<file path="src/rtl/reg_load.sv">
// reg_load: oversampling 8N1 UART receiver that packs four LSB-first bytes into a 32-bit word.
// Optional: define REG_LOAD_PARITY_EN to expect an even-parity bit between data and stop.
module reg_load #(
    parameter int PRESCALER = 625,
    parameter int TIMEOUT   = 20
) (
    input  logic        BusClk,
    input  logic        BusRstN,
    input  logic        PhyIn,
    output logic [31:0] Reg,
    output logic        RegValid,
    output logic        FrameErr
);
    localparam int TMR_W     = $clog2(PRESCALER);
    localparam int TO_CYCLES = TIMEOUT * PRESCALER;
    localparam int IDLE_W    = $clog2(TO_CYCLES + 1);

    localparam logic [TMR_W-1:0]  HALF_M1  = TMR_W'(PRESCALER / 2 - 1);
    localparam logic [TMR_W-1:0]  FULL_M1  = TMR_W'(PRESCALER - 1);
    localparam logic [IDLE_W-1:0] TO_LIMIT = IDLE_W'(TO_CYCLES);

    typedef enum logic [2:0] {
        S_IDLE,
        S_START,
        S_DATA,
`ifdef REG_LOAD_PARITY_EN
        S_PARITY,
`endif
        S_STOP,
        S_WAIT_HIGH
    } state_t;

    state_t              state_q;
    logic                sync1_q;
    logic                rxs_q;
    logic [TMR_W-1:0]    tmr_q;
    logic [2:0]          bit_cnt_q;
    logic [7:0]          shift_q;
    logic [1:0]          byte_cnt_q;
    logic [31:0]         asm_q;
    logic [IDLE_W-1:0]   idle_q;
    logic [31:0]         word_q;
    logic                reg_valid_q;
    logic                frame_err_q;
    logic                byte_bad;
    logic                tick;

    assign tick = (tmr_q == FULL_M1);

    always_ff @(posedge BusClk or negedge BusRstN) begin
        if (!BusRstN) begin
            sync1_q <= 1'b1;
            rxs_q   <= 1'b1;
        end else begin
            sync1_q <= PhyIn;
            rxs_q   <= sync1_q;
        end
    end

`ifdef REG_LOAD_PARITY_EN
    logic par_err_q;

    // Even parity: the data bits plus the parity bit must hold an even number of ones.
    always_ff @(posedge BusClk or negedge BusRstN) begin
        if (!BusRstN) begin
            par_err_q <= 1'b0;
        end else if (state_q == S_PARITY && tick) begin
            par_err_q <= rxs_q ^ (^shift_q);
        end
    end
    assign byte_bad = par_err_q;
`else
    assign byte_bad = 1'b0;
`endif

    always_ff @(posedge BusClk or negedge BusRstN) begin
        if (!BusRstN) begin
            state_q     <= S_IDLE;
            tmr_q       <= '0;
            bit_cnt_q   <= '0;
            shift_q     <= '0;
            byte_cnt_q  <= '0;
            asm_q       <= '0;
            idle_q      <= '0;
            word_q      <= '0;
            reg_valid_q <= 1'b0;
            frame_err_q <= 1'b0;
        end else begin
            reg_valid_q <= 1'b0;
            frame_err_q <= 1'b0;
            case (state_q)
                S_IDLE: begin
                    // Timeout is evaluated first so a coinciding start bit begins a fresh word.
                    if (byte_cnt_q != 2'd0) begin
                        if (idle_q == TO_LIMIT) begin
                            byte_cnt_q <= '0;
                            asm_q      <= '0;
                            idle_q     <= '0;
                        end else begin
                            idle_q <= idle_q + 1'b1;
                        end
                    end
                    if (!rxs_q) begin
                        state_q   <= S_START;
                        tmr_q     <= '0;
                        bit_cnt_q <= '0;
                        idle_q    <= '0;
                    end
                end
                S_START: begin
                    if (tmr_q == HALF_M1) begin
                        tmr_q   <= '0;
                        state_q <= rxs_q ? S_IDLE : S_DATA;
                    end else begin
                        tmr_q <= tmr_q + 1'b1;
                    end
                end
                S_DATA: begin
                    if (tick) begin
                        tmr_q     <= '0;
                        shift_q   <= {rxs_q, shift_q[7:1]};
                        bit_cnt_q <= bit_cnt_q + 1'b1;
                        if (bit_cnt_q == 3'd7) begin
`ifdef REG_LOAD_PARITY_EN
                            state_q <= S_PARITY;
`else
                            state_q <= S_STOP;
`endif
                        end
                    end else begin
                        tmr_q <= tmr_q + 1'b1;
                    end
                end
`ifdef REG_LOAD_PARITY_EN
                S_PARITY: begin
                    if (tick) begin
                        tmr_q   <= '0;
                        state_q <= S_STOP;
                    end else begin
                        tmr_q <= tmr_q + 1'b1;
                    end
                end
`endif
                S_STOP: begin
                    if (tick) begin
                        tmr_q   <= '0;
                        state_q <= rxs_q ? S_IDLE : S_WAIT_HIGH;
                        if (rxs_q && !byte_bad) begin
                            asm_q      <= {shift_q, asm_q[31:8]};
                            byte_cnt_q <= byte_cnt_q + 1'b1;
                            if (byte_cnt_q == 2'd3) begin
                                word_q      <= {shift_q, asm_q[31:8]};
                                reg_valid_q <= 1'b1;
                            end
                        end else begin
                            frame_err_q <= 1'b1;
                            byte_cnt_q  <= '0;
                            asm_q       <= '0;
                        end
                    end else begin
                        tmr_q <= tmr_q + 1'b1;
                    end
                end
                S_WAIT_HIGH: begin
                    if (rxs_q) begin
                        state_q <= S_IDLE;
                    end
                end
                default: state_q <= S_IDLE;
            endcase
        end
    end

    assign Reg      = word_q;
    assign RegValid = reg_valid_q;
    assign FrameErr = frame_err_q;
endmodule
</file>
<file path="config.mk">
export PLATFORM = sky130hd
export DESIGN_NAME = reg_load
export DESIGN_NICKNAME = d
export VERILOG_FILES = /design/src/rtl/reg_load.sv
export SDC_FILE = /design/constraint.sdc
export NUM_CORES = 1
export LEC_CHECK = 0
export ABC_AREA = 1
export BUFFER_PORTS_ARGS = -buffer_cell sky130_fd_sc_hd__buf_2
export CAP_MARGIN = 20
export CORE_UTILIZATION = 45
export CTS_CLUSTER_DIAMETER = 30
export DETAILED_ROUTE_END_ITERATION = 16
export MAX_ROUTING_LAYER = met4
export SYNTH_ARGS = -nofsm -noshare
export SYNTH_HDL_FRONTEND = slang
export SYNTH_SLANG_ARGS = --single-unit
</file>
<file path="constraint.sdc">
create_clock -name BusClk -period 1.45 [get_ports BusClk]
set_input_delay 0.435 -clock BusClk [delete_from_list [all_inputs] [get_ports BusClk]]
set_output_delay 0.435 -clock BusClk [all_outputs]
set_load 0.01 [all_outputs]
</file>
Word-level counts from Yosys, hierarchy flattened
Index checks and enable logic that the tools add are counted.
- $add $sub $neg: 4
- reduce and logical (&&, ||, !) cells: 13
- equal/unequal tests: 18
- multiplexer cells: 36
- operators with widths (kind ; count):
    32-bit two-way mux ; 4
    32-bit case mux with 2 select lines ; 1
    14-bit two-way mux ; 3
    10-bit two-way mux ; 3
    10-bit case mux with 3 select lines ; 1
    3-bit two-way mux ; 9
    2-bit inequality test, second input constant ; 8
    3-bit case mux with 5 select lines ; 1
    14-bit by 1-bit adder with 14-bit output, second input constant ; 1
    14-bit == test, second input constant ; 1
    10-bit by 1-bit adder with 10-bit output, second input constant ; 1
    10-bit == test, second input constant ; 1
    10-bit by 9-bit == test with 1-bit output, second input constant ; 1
    2-bit two-way mux ; 5
    4-bit AND reduction ; 2
    1-bit two-way mux ; 7
    3-bit by 2-bit == test with 1-bit output, second input constant ; 2
    3-bit == test, second input constant ; 2
    3-bit case mux with 2 select lines ; 1
    2-bit AND reduction ; 3
    6-bit AND reduction ; 1
    2-bit nonzero test ; 3
    2-bit case mux with 2 select lines ; 1
    3-bit by 1-bit adder with 3-bit output, second input constant ; 1
    8 further kinds ; 8
- bits of input ports: 3
- output and inout port bits: 34
- logic and storage cells: 83
- register bits after elaboration: 108

Longest topological paths before layout
- depth in word-level cells: 5
- mapped depth: 11
- depth with buffers taken out: 11

Worst setup path before layout
No wires, ideal clock.
- kind: register to register
- start point: register tmr_q[0]
- end point: register byte_cnt_q[0]
- required time: 1.333 ns
- clock period less this slack: 1.607 ns
- buffers on the path: 1
- slack: -0.157 ns
- library setup time: 0.117 ns
- stages on the path, launching flop included: 11
- data arrival time: 1.490 ns
- path through: dfrtp_1 -> inv_1 -> ha_1 -> nand2_1 -> nor2_1 -> nand3_1 -> a21oi_4 -> nand2_4 -> buf_6 -> nand2_1 -> nand2_1
- cells in the longest elaborated chain, start to end: 3
- ends and longest elaborated chain (what ; line ; RTL):
    from (decl) ; 36 ; logic [TMR_W-1:0] tmr_q;
    from (signal assigned) ; 115 ; tmr_q <= tmr_q + 1'b1;
    from (signal assigned) ; 131 ; tmr_q <= tmr_q + 1'b1;
    from (signal assigned) ; 161 ; tmr_q <= tmr_q + 1'b1;
    10-bit == test ; 48 ; assign tick = (tmr_q == FULL_M1);
    2-bit inequality test (no line) ; n/a ;
    4-bit AND reduction (no line) ; n/a ;
    to (signal assigned) ; 150 ; byte_cnt_q <= byte_cnt_q + 1'b1;
    to (decl) ; 39 ; logic [1:0] byte_cnt_q;
No other way between the ends.
A chain may end at the register's enable or synchronous reset.

Final worst setup path
- start point: register tmr_q[1]
- end point: register asm_q[23]
- cells in the longest elaborated chain, start to end: 3
- ends and longest elaborated chain (what ; line ; RTL):
    10-bit == test ; 48 ;
    2-bit inequality test (no line) ; n/a ;
    4-bit AND reduction (no line) ; n/a ;
    to (signal assigned) ; 149 ; asm_q <= {shift_q, asm_q[31:8]};
    to (decl) ; 40 ; logic [31:0] asm_q;
No other way between the ends.

==> impl_metrics.env <==
export IMPL_status="finished with violations"
export IMPL_violations="negative setup slack"
export IMPL_synth_seq_area_share=0.5153
export IMPL_die_area_mm2=0.01122
export IMPL_start_kind="flip-flop"
export IMPL_critPathKind="reg -> reg"
export IMPL_cp_data_required_time_ps=1720
export IMPL_wire_per_inst_um=13.38
export IMPL_grt_remaining_overflow=0
export IMPL_yosys_top_cells_area="dfrtp_1 50%, nand2_1 16%, nand3_1 5.9%"
export IMPL_io_buffer_count=36
export IMPL_finalCritPeriodShare=1.134
export IMPL_relSlewSlack=0.7908
export IMPL_crit_fanout=6
export IMPL_area_delta_synth_final_pct=38.43
export IMPL_clock_fmax_mhz=608.1
export IMPL_final_util=0.6460
export IMPL_end_kind="flip-flop"
export IMPL_synth_nets=626
export IMPL_drc_errors=0
export IMPL_fp_row_count=37
export IMPL_leakagePower_nw=3.368
export IMPL_nNetsFinal=754
export IMPL_mostFrequentLayoutCells="170 x nand2_1, 97 x dfrtp_1, 74 x buf_4"
export IMPL_fin_crit_ps=1645
export IMPL_grt_start_max_net_pins=58
export IMPL_synth_seq_cells=100
export IMPL_synth_area_mm2=0.004861
export IMPL_tns_ps=-9702
export IMPL_grt_antenna_before_repair=0
export IMPL_cts_clk_slew_worst_paths_ps=100
export IMPL_syn_inst=615
export IMPL_clk_latency_ps=380
export IMPL_grt_pass1_wl_mm=19.12
export IMPL_dieHeight_um=105.9
export IMPL_first_global_vias=4145
export IMPL_synth_top_cell_area_share=0.5045
export IMPL_hp_class="in -> reg"
export IMPL_postSynthAreaPerCell_um2=7.904
export IMPL_die_w_um=105.9
export IMPL_routed_wl_mm=11.81
export IMPL_place_detailed_hpwl_mm=7.626
export IMPL_worst_clock_skew_ps=13.91
export IMPL_gp_congestion=0.8910
export IMPL_rsz0062_at_grt="yes"
export IMPL_synth_edf_count=0
export IMPL_track_usage=0.2176
export IMPL_synth_top_flop_cell="dfrtp_1"
export IMPL_antenna_cells=0
export IMPL_synth_cell_type_count=34
export IMPL_drt_iter0_markers=231
export IMPL_viasPerCell=4.915
export IMPL_power_density_mw_per_mm2=685.7
export IMPL_first_pass_iters=4
export IMPL_async_flop_share=1.000
export IMPL_synth_area_leader_cell="dfrtp_1"
export IMPL_ios=37
export IMPL_num_vias=4340
export IMPL_finalSetupViolations=87
export IMPL_hold_viol=0
export IMPL_maxCapViolations=0
export IMPL_cts_tree="done"
export IMPL_clockBufferDepth=2
export IMPL_whs_ps=158.3
export IMPL_yosysWarningCount=0
export IMPL_h_tree_depth=3
export IMPL_drive_gt1_frac=0.3534
export IMPL_setup_ws_ps=-194.6
export IMPL_start_util=0.4667
export IMPL_cts_buffers_inserted=9
export IMPL_tightest_slew_ps=313.8
export IMPL_rrSetupSlack_ps=-190
export IMPL_final_antenna_net_count=0
export IMPL_cts_sinks=100
export IMPL_ir_drop_v=0.0004040
export IMPL_post_place_ws_ps=-209.8
export IMPL_worstPathArrival_ps=1910
export IMPL_core_area_mm2=0.01042
export IMPL_root_buffer="clkbuf_8"
export IMPL_final_common_cell="nand2_1"
export IMPL_drv_slew=0
==> through the flow <==
stage / total power (W) / cell area (um^2) / cells
after global placement: 0.002937 / 5695 / 843
after CTS: 0.004647 / 6220 / 866
final: 0.004614 / 6729 / 883
after detailed placement: 0.002937 / 5695 / 843
after global routing: 0.004770 / 6729 / 883
after floorplan: 0.002858 / 4883 / 615
==> final cells by class <==
type,count,area [um^2]
Clock buffer,9,123.9
Clock inverter,6,57.56
Fill cell,867,3687
Inverter,72,295.3
Multi-Input combinational cell,428,2491
Sequential cell,100,2506
Tap cell,136,170.2
Timing Repair Buffer,132,1085
==> logic make-up (layout without fill, tap and decap cells) <==
kind of cell               Yosys count  count (layout)  synth area share
xor gates and xnor gates             6               6           0.01081
DFF                                100             100            0.5153
adders and majority gates            8               8           0.02059
buffers and inverters               90             219           0.08314
AOI/OAI and AO/OA                   49              49           0.05792
and+or+nand+nor                    362             365            0.3122
==> per-layer routing <==
layer	global-route usage	wire (um)	share of wire	vias up
li1	-	-	-	2187
met1	0.2936	5509	0.47	2062
met2	0.3450	5750	0.49	77
met3	0.02452	381	0.032	14
met4	0.07143	169	0.014	0
met5	-	0	0	-
==> power by group <==
part           switching (W)  internal (W)  total, W
Combinational      0.0000724     0.0000329  0.000105
Sequential        0.00000364       0.00279   0.00280
Clock                0.00106      0.000655   0.00171
Total                0.00113       0.00348   0.00461
==> worst paths after layout <==
| kind | startpoint | to | cells after the start |
|---|---|---|---|
| min in group asynchronous | BusRstN | idle_q[3] | 2 |
| min reg2reg | sync1_q | rxs_q | 0 |
| max reg2reg | tmr_q[1] | asm_q[23] | 10 |
| max in group asynchronous | BusRstN | Reg[28] | 3 |
| min | PhyIn | sync1_q | 1 |
| max | tmr_q[1] | asm_q[23] | 10 |
==> worst max-delay path, cell delays in order, from the launching register on <==
cell and delay (ps):
dfrtp_1 400, inv_2 80, ha_4 150, nand2_4 50, nor2_2 100, nand3_2 130
a21oi_4 240, buf_12 170, nand2_4 90, nand2_1 70, nand2_1 50
==> state kept, by name, indices dropped and copies added, names as in the netlist, 2 cells and up <==
signal / cells
idle_q: 14
bit_cnt_q: 3
shift_q: 8
byte_cnt_q: 2
state_q: 3
asm_q: 24
Reg: 32
tmr_q: 10
==> Yosys cell counts, types with 3 or more instances <==
cell and n:
nor3_1 6, inv_1 65, inv_2 6, nand3_1 57
ha_1 8, xor2_1 6, buf_2 5, nor2_2 3
nand2_1 206, clkbuf_1 3, buf_4 4, dfrtp_1 98
nor2_1 72, o21ai_0 18, nand4_1 8, o21ai_1 17
buf_6 6, a21oi_1 5, o21ai_2 4
==> repair_timing <==
action                                  CTS  global route
resized for setup                        63            92
hold buffers                              1             0
endpoints found under the hold margin     8             0
pin swaps                                18            37
endpoints found under the setup margin   92            96
cloned                                    2             4
buffers inserted                          5            14
No activity file was read; power rests on OpenSTA's default activity.
